File: src/rtl/level_cross_dispatcher.sv
// Level-crossing dispatcher: serialises each sample's level crossings into disp beats for the level generator.
// Optional statistics outputs are enabled with LEVEL_CROSS_DISPATCHER_STATS_EN.
//
// state   | meaning
// STARTUP | wait for fed-back limits to become valid after reset
// IDLE    | ready for a new sample
// CHECK   | compare latched sample against current limits
// WAIT    | let the limits settle after a crossing beat
module level_cross_dispatcher #(
  parameter int LIMITS_LATENCY = 2,
  parameter int MAX_CROSSINGS  = 31
) (
  input  logic        i_clock,
  input  logic        i_reset_n,
  input  logic [15:0] i_in_sample,
  input  logic        i_in_valid,
  output logic        o_in_ready,
  input  logic [31:0] i_lvl_limits,
  output logic        o_disp_valid,
  output logic        o_disp_new_sample,
  output logic        o_disp_cross_dir,
  output logic [15:0] o_disp_sample,
  output logic        o_disp_trunc
`ifdef LEVEL_CROSS_DISPATCHER_STATS_EN
  ,
  output logic [31:0] o_stat_crossings,
  output logic [15:0] o_stat_trunc
`endif
);

  localparam int WAIT_W = $clog2(LIMITS_LATENCY + 1);
  localparam int CNT_W  = $clog2(MAX_CROSSINGS + 1);
  localparam logic [WAIT_W-1:0] LAT      = WAIT_W'(LIMITS_LATENCY);
  localparam logic [WAIT_W-1:0] WAIT_ONE = WAIT_W'(1);
  localparam logic [CNT_W-1:0]  CNT_MAX  = CNT_W'(MAX_CROSSINGS);

  typedef enum logic [1:0] {S_STARTUP, S_IDLE, S_CHECK, S_WAIT} state_t;

  state_t             r_state, w_state_nxt;
  logic [WAIT_W-1:0]  r_wait, w_wait_nxt;
  logic [CNT_W-1:0]   r_cnt, w_cnt_nxt;
  logic signed [15:0] r_sample;
  logic signed [15:0] w_upper, w_lower;
  logic               w_up, w_down;
  logic               w_latch, w_beat, w_new, w_dir, w_trunc;
  logic               r_disp_valid, r_disp_new, r_disp_dir, r_disp_trunc;
  logic [15:0]        r_disp_sample;

  assign w_upper = i_lvl_limits[31:16];
  assign w_lower = i_lvl_limits[15:0];
  // 0x7FFF / 0x8000 mark the outermost levels and never count as a crossing
  assign w_up    = (r_sample >= w_upper) && (w_upper != 16'h7FFF);
  assign w_down  = (r_sample < w_lower) && (w_lower != 16'h8000) && !w_up;

  always_comb begin
    w_state_nxt = r_state;
    w_wait_nxt  = r_wait;
    w_cnt_nxt   = r_cnt;
    w_latch     = 1'b0;
    w_beat      = 1'b0;
    w_new       = 1'b0;
    w_dir       = 1'b0;
    w_trunc     = 1'b0;
    case (r_state)
      S_STARTUP: begin
        if (r_wait == WAIT_ONE) w_state_nxt = S_IDLE;
        else                    w_wait_nxt  = r_wait - WAIT_ONE;
      end
      S_IDLE: begin
        if (i_in_valid) begin
          w_latch     = 1'b1;
          w_cnt_nxt   = '0;
          w_state_nxt = S_CHECK;
        end
      end
      S_CHECK: begin
        if (w_up || w_down) begin
          if (r_cnt == CNT_MAX) begin
            w_trunc     = 1'b1;
            w_state_nxt = S_IDLE;
          end else begin
            w_beat      = 1'b1;
            w_new       = 1'b1;
            w_dir       = w_up;
            w_cnt_nxt   = r_cnt + 1'b1;
            w_wait_nxt  = LAT;
            w_state_nxt = S_WAIT;
          end
        end else begin
          // a sample with no crossing still produces one non-crossing beat
          w_beat      = (r_cnt == '0);
          w_state_nxt = S_IDLE;
        end
      end
      S_WAIT: begin
        if (r_wait == WAIT_ONE) w_state_nxt = S_CHECK;
        else                    w_wait_nxt  = r_wait - WAIT_ONE;
      end
      default: w_state_nxt = S_STARTUP;
    endcase
  end

  always_ff @(posedge i_clock or negedge i_reset_n) begin
    if (!i_reset_n) begin
      r_state       <= S_STARTUP;
      r_wait        <= LAT;
      r_cnt         <= '0;
      r_sample      <= '0;
      r_disp_valid  <= 1'b0;
      r_disp_new    <= 1'b0;
      r_disp_dir    <= 1'b0;
      r_disp_trunc  <= 1'b0;
      r_disp_sample <= '0;
    end else begin
      r_state      <= w_state_nxt;
      r_wait       <= w_wait_nxt;
      r_cnt        <= w_cnt_nxt;
      r_disp_valid <= w_beat;
      r_disp_new   <= w_new;
      r_disp_dir   <= w_dir;
      r_disp_trunc <= w_trunc;
      if (w_latch) r_sample      <= i_in_sample;
      if (w_beat)  r_disp_sample <= r_sample;
    end
  end

  assign o_in_ready        = (r_state == S_IDLE);
  assign o_disp_valid      = r_disp_valid;
  assign o_disp_new_sample = r_disp_new;
  assign o_disp_cross_dir  = r_disp_dir;
  assign o_disp_sample     = r_disp_sample;
  assign o_disp_trunc      = r_disp_trunc;

`ifdef LEVEL_CROSS_DISPATCHER_STATS_EN
  logic [31:0] r_stat_crossings;
  logic [15:0] r_stat_trunc;

  always_ff @(posedge i_clock or negedge i_reset_n) begin
    if (!i_reset_n) begin
      r_stat_crossings <= '0;
      r_stat_trunc     <= '0;
    end else begin
      if (w_beat && w_new && (r_stat_crossings != '1)) r_stat_crossings <= r_stat_crossings + 32'd1;
      if (w_trunc && (r_stat_trunc != '1))             r_stat_trunc     <= r_stat_trunc + 16'd1;
    end
  end

  assign o_stat_crossings = r_stat_crossings;
  assign o_stat_trunc     = r_stat_trunc;
`endif

endmodule

File: config.mk
export PLATFORM = sky130hd
export DESIGN_NAME = level_cross_dispatcher
export DESIGN_NICKNAME = d
export VERILOG_FILES = /design/src/rtl/level_cross_dispatcher.sv
export SDC_FILE = /design/constraint.sdc
export NUM_CORES = 1
export LEC_CHECK = 0
export CELL_PAD_IN_SITES_DETAIL_PLACEMENT = 1
export CELL_PAD_IN_SITES_GLOBAL_PLACEMENT = 1
export CORE_UTILIZATION = 38
export DETAILED_ROUTE_END_ITERATION = 16
export HOLD_SLACK_MARGIN = 0.03
export PLACE_DENSITY_LB_ADDON = 0.25
export RECOVER_POWER = 50
export SLEW_MARGIN = 10
export SYNTH_ARGS = -nofsm -noshare
export SYNTH_HDL_FRONTEND = slang
export SYNTH_SLANG_ARGS = --single-unit
File: constraint.sdc
create_clock -name i_clock -period 3.47 [get_ports i_clock]
set_clock_uncertainty 0.1 [all_clocks]
set_input_delay 0.694 -clock i_clock [delete_from_list [all_inputs] [get_ports i_clock]]
set_output_delay 0.694 -clock i_clock [all_outputs]
set_load 0.01 [all_outputs]
==> flow_summary.json, run 1 <==
{
  "outcome": "finished with violations",
  "violations": "capacitance limit, slew limit",
  "vias_per_cell": 5.236,
  "worstHoldEndpoint": "o_disp_sample[9]$_DFFE_PN0P_",
  "drt_pre_antenna_iters": 4,
  "hold-path-cell-count": 1,
  "syn-cell-area_um2": 2934,
  "wirelength_um": 7580,
  "delay_contributed_by_the_slowest_stage_of_the_critical_path_ns": 0.48,
  "core_um2": 7370,
  "final_min_period_over_clock_period_pct": 92.20,
  "clock_power_share_pct": 10.9,
  "cts_max_path_buffers": 2,
  "final_max_slew_viol_count": 46,
  "min-delay-path-class": "register to register",
  "path_clk_slew_ns": 0.09,
  "total_power_uw": 3189,
  "root_buffer": "sky130_fd_sc_hd__clkbuf_8",
  "reg2reg_setup_slack_ns": 0.69,
  "vias": 2414,
  "synth-edff-count": 0,
  "endpoint_kind": "register",
  "initial_utilization_pct": 39.81,
  "critical_path_buffer_and_inverter_count": 3,
  "globalplace.congestion": 0.8634,
  "final_cell_mix": "60 x sky130_fd_sc_hd__clkdlybuf4s50_1, 44 x sky130_fd_sc_hd__dfrtp_1, 39 x sky130_fd_sc_hd__inv_1, 39 x sky130_fd_sc_hd__ha_1, 24 x sky130_fd_sc_hd__nand2_1",
  "flip_flop_cell_with_the_highest_count_after_synthesis": "sky130_fd_sc_hd__dfrtp_1",
  "port_buffers": 71,
  "finish.net_count": 451,
  "worst_slew_pin_slew_ns": 2.390,
  "die_height_um": 89.87,
  "cts.htree.levels": 2,
  "tritoncts.num_buffers": 5,
  "cts_tree": "done",
  "post-route-drc-count": 0,
  "postCtsSetupRepairBufs": 0,
  "worstPathMaxFanout": 5,
  "fin_util_pct": 52.60,
  "antenna_violations_before_repair": 0,
  "holdBufCountCts": 0,
  "areaGrowthSynthToFinish_pct": 32.11,
  "die_w_um": 89.87,
  "insertedDiodeCount": 0,
  "finalHoldViolCount": 0,
  "yosysWarnings": 0,
  "async_flop_share_pct": 100.0,
  "synthesized_instance_count": 282,
  "r2r_end": "o_disp_sample[13]$_DFFE_PN0P_",
  "synth_cell_type_count": 44,
  "cell_internal_power_uw": 1913,
  "post_route_cells_drive_above_1_share_pct": 15.47,
  "critPathKind": "primary input to register",
  "syn-num-nets": 372,
  "power_leakage_uw": 0.001836,
  "grt_start_max_net_pins": 46,
  "routed_wire_length_per_instance_um": 16.44,
  "clock_insertion_delay_worst_skew_ns": 0.31,
  "fin_setup_tns_ns": 0,
  "timing.max_cap.violations": 1,
  "post_synth.cell_area_avg_um2": 10.40,
  "share_seq_of_total_power_pct": 31.7,
  "postCtsResizedCells": 0,
  "power_switching_uw": 1276,
  "drt-initial-drc-count": 37,
  "hold_path.startpoint": "o_disp_sample[9]$_DFFE_PN0P_",
  "global_route.overflow_total": 0,
  "number_of_setup_violations_in_the_final_report": 0,
  "first_global_vias": 2599,
  "layout.filler_cells": 832,
  "worstPathCellList": "clkdlybuf4s50_1 > inv_1 > ha_1 > a211oi_2 > nor2_1 > nor4b_2 > or3_1 > nand3_2 > and4_4 > a21oi_4 > buf_4 > mux2_4",
  "synth_seq_area_share_pct": 38.42,
  "layout_commonest_cell": "sky130_fd_sc_hd__clkdlybuf4s50_1",
  "first_pass_grt_wire_length_um": 12920,
  "fmaxAchievable_mhz": 312.6,
  "final.min_clock_period_ns": 3.199,
  "worst_hold_slack_ns": 0.4231,
  "critPathTopFamily": "simple AND/OR/NAND/NOR gates",
  "power.switching_fraction_pct": 40.02,
  "cts_num_sinks": 45,
  "reg2reg_depth": 10,
  "worstPathArrival_ns": 3.30,
  "power-per-cell-area_nw_per_um2": 822.8,
  "cp_data_required_time_ns": 3.57,
  "core.rowCount": 31,
  "slew_headroom_pct": -59.36,
  "slowest_stage": "sky130_fd_sc_hd__clkdlybuf4s50_1",
  "startpoint_type": "primary input",
  "track_usage_pct": 20.07,
  "setup_repair_after_global_routing_missed_its_margin": "false",
  "drtAntennaViolNets": 0,
  "worst_ir_drop_vdd_v": 0.0003284,
  "overall_die_area_um2": 8077,
  "number_of_top_level_pins": 72,
  "timing.rr.start": "r_sample[15]$_DFFE_PN0P_",
  "comb_power_share_pct": 57.4,
  "ys_seq_elements": 45,
  "hpwl_um": 6165
}
## routing by layer
layer,GRT usage (%),wire (um),share of wire [%],vias up
li1,-,-,-,1160
met1,24.26,3204,42,1191
met2,36.99,4012,53,56
met3,3.384,279,3.7,7
met4,4.839,83,1.1,0
met5,0,0,0,-
## area by class of cell
class | count | area, um^2 | area share, %
inverter | 39 | 146.4 | 3.777
tap | 99 | 123.9 | 3.196
timing repair buffer | 77 | 762.0 | 19.66
clock buffer | 5 | 68.82 | 1.775
sequential | 45 | 1127 | 29.08
clock inverter | 3 | 25.02 | 0.6456
multi-input combinational | 193 | 1623 | 41.87
## logic make-up after synthesis
group                    count (synthesis)  share of synthesized area (%)
AO/OA/AOI/OAI                           44                          10.15
multiplexers                            34                          14.12
adder cells (fa/ha/maj)                 39                          16.63
buffers and inverters                   44                          6.269
flip-flops                              45                          38.42
AND/OR/NAND/NOR                         76                          14.41
## worst reg2reg max path, cell delays in order (launching register included)
cell and delay (ns):
sky130_fd_sc_hd__dfrtp_1 0.46, sky130_fd_sc_hd__ha_1 0.37, sky130_fd_sc_hd__nand4_1 0.13, sky130_fd_sc_hd__nor3_2 0.24, sky130_fd_sc_hd__o22ai_1 0.13, sky130_fd_sc_hd__o21ai_0 0.21
sky130_fd_sc_hd__nand3_2 0.16, sky130_fd_sc_hd__and4_4 0.21, sky130_fd_sc_hd__a21oi_4 0.17, sky130_fd_sc_hd__buf_4 0.20, sky130_fd_sc_hd__mux2_4 0.30
## registers in the layout, indices dropped and copies added (netlist names)
register and flops:
r_cnt 5, o_disp_new_sample 1, o_disp_valid 1, r_state 2, r_sample 16, o_disp_trunc 1
r_wait 2, o_disp_cross_dir 1, o_disp_sample 16
## Yosys cell counts (2+ instances only)
library cell                n  area [um^2]
sky130_fd_sc_hd__nor2_1     8        30.03
sky130_fd_sc_hd__a21oi_1   15        75.07
sky130_fd_sc_hd__and3_1     3        18.77
sky130_fd_sc_hd__mux2_2    23        259.0
sky130_fd_sc_hd__a21oi_4    2        32.53
sky130_fd_sc_hd__or3_1      2        12.51
sky130_fd_sc_hd__nor3_1     5        25.02
sky130_fd_sc_hd__dfrtp_1   44         1101
sky130_fd_sc_hd__ha_1      39        488.0
sky130_fd_sc_hd__a31oi_1    2        12.51
sky130_fd_sc_hd__o21ai_1    3        15.01
sky130_fd_sc_hd__buf_2      2        10.01
sky130_fd_sc_hd__o211ai_1   5        37.54
sky130_fd_sc_hd__inv_1     39        146.4
sky130_fd_sc_hd__nor3b_1    2        15.01
sky130_fd_sc_hd__nand4_1   11        68.82
sky130_fd_sc_hd__nand2b_1   4        25.02
sky130_fd_sc_hd__nand2_1   24        90.09
sky130_fd_sc_hd__mux2i_1    2        20.02
sky130_fd_sc_hd__and4_1     2        17.52
sky130_fd_sc_hd__mux2_4     9        135.1
sky130_fd_sc_hd__o21ai_0    7        35.03
sky130_fd_sc_hd__nor4_1     5        31.28
sky130_fd_sc_hd__clkbuf_1   2        7.510
sky130_fd_sc_hd__nor2b_1    3        18.77
## through the flow
step | worst slack [ns] | instances | instance area [um^2]
4_1_cts | 0.2609 | 461 | 3877
5_1_grt | 0.07702 | 461 | 3876
2_1_floorplan | 0.5312 | 282 | 2934
3_5_place_dp | -0.06360 | 453 | 3784
6_report | 0.2706 | 461 | 3876
3_3_place_gp | 0.005100 | 453 | 3784
## worst max-delay path by stage
stage / startpoint / end / slack, ns / cells past startpoint
2_1_floorplan: i_lvl_limits[9] / o_disp_sample[10]$_DFFE_PN0P_ / 0.53 / 11
3_3_place_gp: i_lvl_limits[9] / o_disp_sample[14]$_DFFE_PN0P_ / 0.005 / 12
3_5_place_dp: i_lvl_limits[31] / o_disp_sample[13]$_DFFE_PN0P_ / -0.06 / 12
4_1_cts: i_lvl_limits[31] / o_disp_sample[13]$_DFFE_PN0P_ / 0.26 / 12
5_1_grt: i_lvl_limits[31] / o_disp_sample[13]$_DFFE_PN0P_ / 0.08 / 12
6_report: i_lvl_limits[21] / o_disp_sample[13]$_DFFE_PN0P_ / 0.27 / 12
## power by group through the flow
stage | logic [uW] | clock network [uW] | registers, uW
floorplan | 1200 | 0 | 988
finish | 1830 | 347 | 1010
global route | 2030 | 378 | 1050
CTS | 1870 | 358 | 1020
global placement | 1770 | 0 | 1020
detailed placement | 1860 | 0 | 1030
Note: power is estimated with default switching activity, not from simulation.
==> inputs of run 2 (changes only) <==
Settings changed: ABC_AREA set to 1, CORE_UTILIZATION 38 to 37, PLACE_DENSITY set to 0.86, PLACE_DENSITY_LB_ADDON 0.25 to not set.
==> flow_summary.json, run 2 <==
{
  "outcome": "finished with violations",
  "violations": "capacitance limit, slew limit",
  "startpoint_type": "primary input",
  "critPathKind": "primary input to register",
  "endpoint_kind": "register",
  "synth-edff-count": 0,
  "first_global_vias": 2817,
  "cts_num_sinks": 45,
  "worstPathMaxFanout": 16,
  "core_um2": 7807,
  "power_switching_uw": 1341,
  "routed_wire_length_per_instance_um": 14.95,
  "insertedDiodeCount": 0,
  "syn-num-nets": 447,
  "ys_seq_elements": 45,
  "drt_pre_antenna_iters": 4,
  "worst_ir_drop_vdd_v": 0.0003552,
  "final_min_period_over_clock_period_pct": 84.96,
  "wirelength_um": 7955,
  "layout_commonest_cell": "sky130_fd_sc_hd__nand2_1",
  "cts.htree.levels": 2,
  "initial_utilization_pct": 38.69,
  "finish.net_count": 519,
  "preCtsSetupSlack_ns": 0.1996,
  "clock_power_share_pct": 13.6,
  "first_pass_grt_wire_length_um": 13250,
  "setup_repair_after_global_routing_missed_its_margin": "false",
  "antenna_violations_before_repair": 0,
  "post-route-worst-setup-slack_ns": 0.5219,
  "min-delay-path-class": "register to register",
  "cell_internal_power_uw": 1746,
  "finalHoldViolCount": 0,
  "netlist.top_cell.by_area": "sky130_fd_sc_hd__dfrtp_1",
  "met2_wire_len_um": 3999,
  "layout.filler_cells": 949,
  "number_of_top_level_pins": 72,
  "timing.max_cap.violations": 1,
  "number_of_setup_violations_in_the_final_report": 0,
  "post-synth-top-count-cell": "sky130_fd_sc_hd__nand2_1",
  "worstPathArrival_ns": 3.04,
  "core.rowCount": 32,
  "critPathTopFamily": "simple AND/OR/NAND/NOR gates",
  "flip_flop_cell_with_the_highest_count_after_synthesis": "sky130_fd_sc_hd__dfrtp_1",
  "critical_path_buffer_and_inverter_count": 3,
  "power_leakage_uw": 0.002015,
  "post_route_cells_drive_above_1_share_pct": 10.00,
  "die_height_um": 92.35,
  "root_buffer": "sky130_fd_sc_hd__clkbuf_8",
  "reg2reg_depth": 13,
  "clock_insertion_delay_worst_skew_ns": 0.31,
  "r2r_end": "o_disp_sample[10]$_DFFE_PN0P_",
  "post_synth_main_area_contributors": "sky130_fd_sc_hd__dfrtp_1 36%, sky130_fd_sc_hd__ha_1 16%, sky130_fd_sc_hd__nand2_1 9.8%",
  "postCtsResizedCells": 0,
  "synth_cell_type_count": 30,
  "synth_seq_area_share_pct": 37.32,
  "port_buffers": 71,
  "holdBufCountCts": 0,
  "detail_route.wirelength.met1_um": 3596,
  "worst_slew_pin_slew_ns": 2.397,
  "slew_headroom_pct": -59.79,
  "tritoncts.num_buffers": 5,
  "drtAntennaViolNets": 0,
  "track_usage_pct": 19.71,
  "die_w_um": 92.35,
  "synth_top_cells_by_count": "79 x sky130_fd_sc_hd__nand2_1, 57 x sky130_fd_sc_hd__inv_1, 44 x sky130_fd_sc_hd__dfrtp_1",
  "post_synth.cell_area_avg_um2": 8.460,
  "grt_start_max_net_pins": 46,
  "final_cell_mix": "79 x sky130_fd_sc_hd__nand2_1, 61 x sky130_fd_sc_hd__clkdlybuf4s50_1, 57 x sky130_fd_sc_hd__inv_1",
  "post-route-drc-count": 0,
  "share_seq_of_total_power_pct": 31.9,
  "final_max_slew_viol_count": 46,
  "dr_wl_met3_um": 267,
  "worstHoldEndpoint": "r_wait[1]$_DFFE_PN1P_",
  "postCtsSetupRepairBufs": 0,
  "power.switching_fraction_pct": 43.43,
  "synthesized_instance_count": 357,
  "syn-cell-area_um2": 3020,
  "cp_data_required_time_ns": 3.56,
  "comb_power_share_pct": 54.5,
  "worstPathCellList": "clkdlybuf4s50_1 > inv_1 > ha_1 > nand2_2 > inv_1 > nand2_1 > nand2_1 > a21oi_1 > nand3_1 > nand2_1 > nand3_2 > nand2_4 > nand3b_2 > nand3_1 > nand2_1",
  "fin_setup_tns_ns": 0,
  "power-per-cell-area_nw_per_um2": 787.9,
  "final.min_clock_period_ns": 2.948,
  "hold-path-cell-count": 2,
  "cts_max_path_buffers": 2,
  "delay_contributed_by_the_slowest_stage_of_the_critical_path_ns": 0.47,
  "async_flop_share_pct": 100.0,
  "drt-initial-drc-count": 133,
  "dr.max_layer_used": "met4",
  "cts_tree": "done",
  "fmaxAchievable_mhz": 339.2,
  "fin_util_pct": 50.19,
  "path_clk_slew_ns": 0.09,
  "areaGrowthSynthToFinish_pct": 29.74,
  "globalplace.congestion": 0.7628,
  "sequential_cell_area_um2": 1127,
  "global_route.overflow_total": 0,
  "reg2reg_setup_slack_ns": 0.96,
  "vias": 2700,
  "yosysWarnings": 0,
  "synth_top_area_share_pct": 36.45,
  "hold_path.startpoint": "r_wait[1]$_DFFE_PN1P_",
  "cp_common_cell": "sky130_fd_sc_hd__nand2_1",
  "timing.rr.start": "r_sample[15]$_DFFE_PN0P_",
  "hpwl_um": 6460,
  "vias_per_cell": 5.075,
  "overall_die_area_um2": 8529,
  "slowest_stage": "sky130_fd_sc_hd__clkdlybuf4s50_1",
  "multiInputGateArea_um2": 1625
}
[run 2: changes by cell type after synthesis, moves of 5 or more]
cell	change
sky130_fd_sc_hd__mux2_2	-8
sky130_fd_sc_hd__o211ai_1	-5
sky130_fd_sc_hd__nand2_1	+55
sky130_fd_sc_hd__nand3_1	+41
sky130_fd_sc_hd__inv_1	+18
sky130_fd_sc_hd__nand2_2	+5
sky130_fd_sc_hd__mux2_4	-9
sky130_fd_sc_hd__nor2_1	+8
[run 2: how the worst max path moves through the flow]
stage	cells past startpoint	start	endpoint
after detailed placement	15	i_lvl_limits[31]	o_disp_sample[10]$_DFFE_PN0P_
after CTS	15	i_lvl_limits[31]	o_disp_sample[10]$_DFFE_PN0P_
after floorplan	15	i_lvl_limits[31]	o_disp_sample[6]$_DFFE_PN0P_
after global placement	15	i_lvl_limits[31]	o_disp_sample[6]$_DFFE_PN0P_
after global routing	15	i_lvl_limits[31]	o_disp_sample[10]$_DFFE_PN0P_
final	15	i_lvl_limits[31]	o_disp_sample[10]$_DFFE_PN0P_
[run 2: worst register-to-register path, cell delays in order, from the launching register on]
cell	delay, ns
sky130_fd_sc_hd__dfrtp_1	0.45
sky130_fd_sc_hd__ha_1	0.37
sky130_fd_sc_hd__nand2_2	0.13
sky130_fd_sc_hd__inv_1	0.06
sky130_fd_sc_hd__nand2_1	0.07
sky130_fd_sc_hd__nand2_1	0.06
sky130_fd_sc_hd__a21oi_1	0.20
sky130_fd_sc_hd__nand3_1	0.10
sky130_fd_sc_hd__nand2_1	0.08
sky130_fd_sc_hd__nand3_2	0.08
sky130_fd_sc_hd__nand2_4	0.12
sky130_fd_sc_hd__nand3b_2	0.31
sky130_fd_sc_hd__nand3_1	0.19
sky130_fd_sc_hd__nand2_1	0.09
[run 2: cells by family after synthesis]
kind of cell | Yosys count | synth area share [%]
adders and majority gates | 39 | 16.16
DFF | 45 | 37.32
muxes | 15 | 5.592
AOI/OAI and AO/OA | 23 | 4.018
and+or+nand+nor | 171 | 28.04
buffers and inverters | 64 | 8.865
[run 2: cell type report]
class | instances | area share, %
inverters | 58 | 5.556
well taps | 102 | 3.257
clock inverters | 1 | 0.7663
clock buffers | 7 | 2.203
multi-input cells | 248 | 41.48
repair buffers | 71 | 17.98
flip-flops and latches | 45 | 28.77
[run 2: stage by stage]
stage / hold slack [ns] / cell area [um^2] / cells / total power [uW]
after floorplan: 0.2984 / 3020 / 357 / 2079
after global placement: 0.3525 / 3804 / 524 / 2575
after detailed placement: 0.3683 / 3804 / 524 / 2706
after CTS: 0.3791 / 3920 / 532 / 3136
after global routing: 0.4230 / 3919 / 532 / 3366
final: 0.3771 / 3919 / 532 / 3087
[run 2: power by group through the flow]
stage	combinational, uW	clock (uW)	sequential, uW
2_1_floorplan	1120	0	964
3_3_place_gp	1580	0	993
3_5_place_dp	1710	0	997
4_1_cts	1720	428	991
5_1_grt	1900	451	1020
6_report	1680	419	985
[run 2: metal layers]
| metal | vias up | track usage (%) |
|---|---|---|
| met5 | - | 0 |
| met4 | 0 | 4.818 |
| met3 | 10 | 2.709 |
| met2 | 56 | 34.94 |
| met1 | 1316 | 25.22 |
| li1 | 1318 | - |
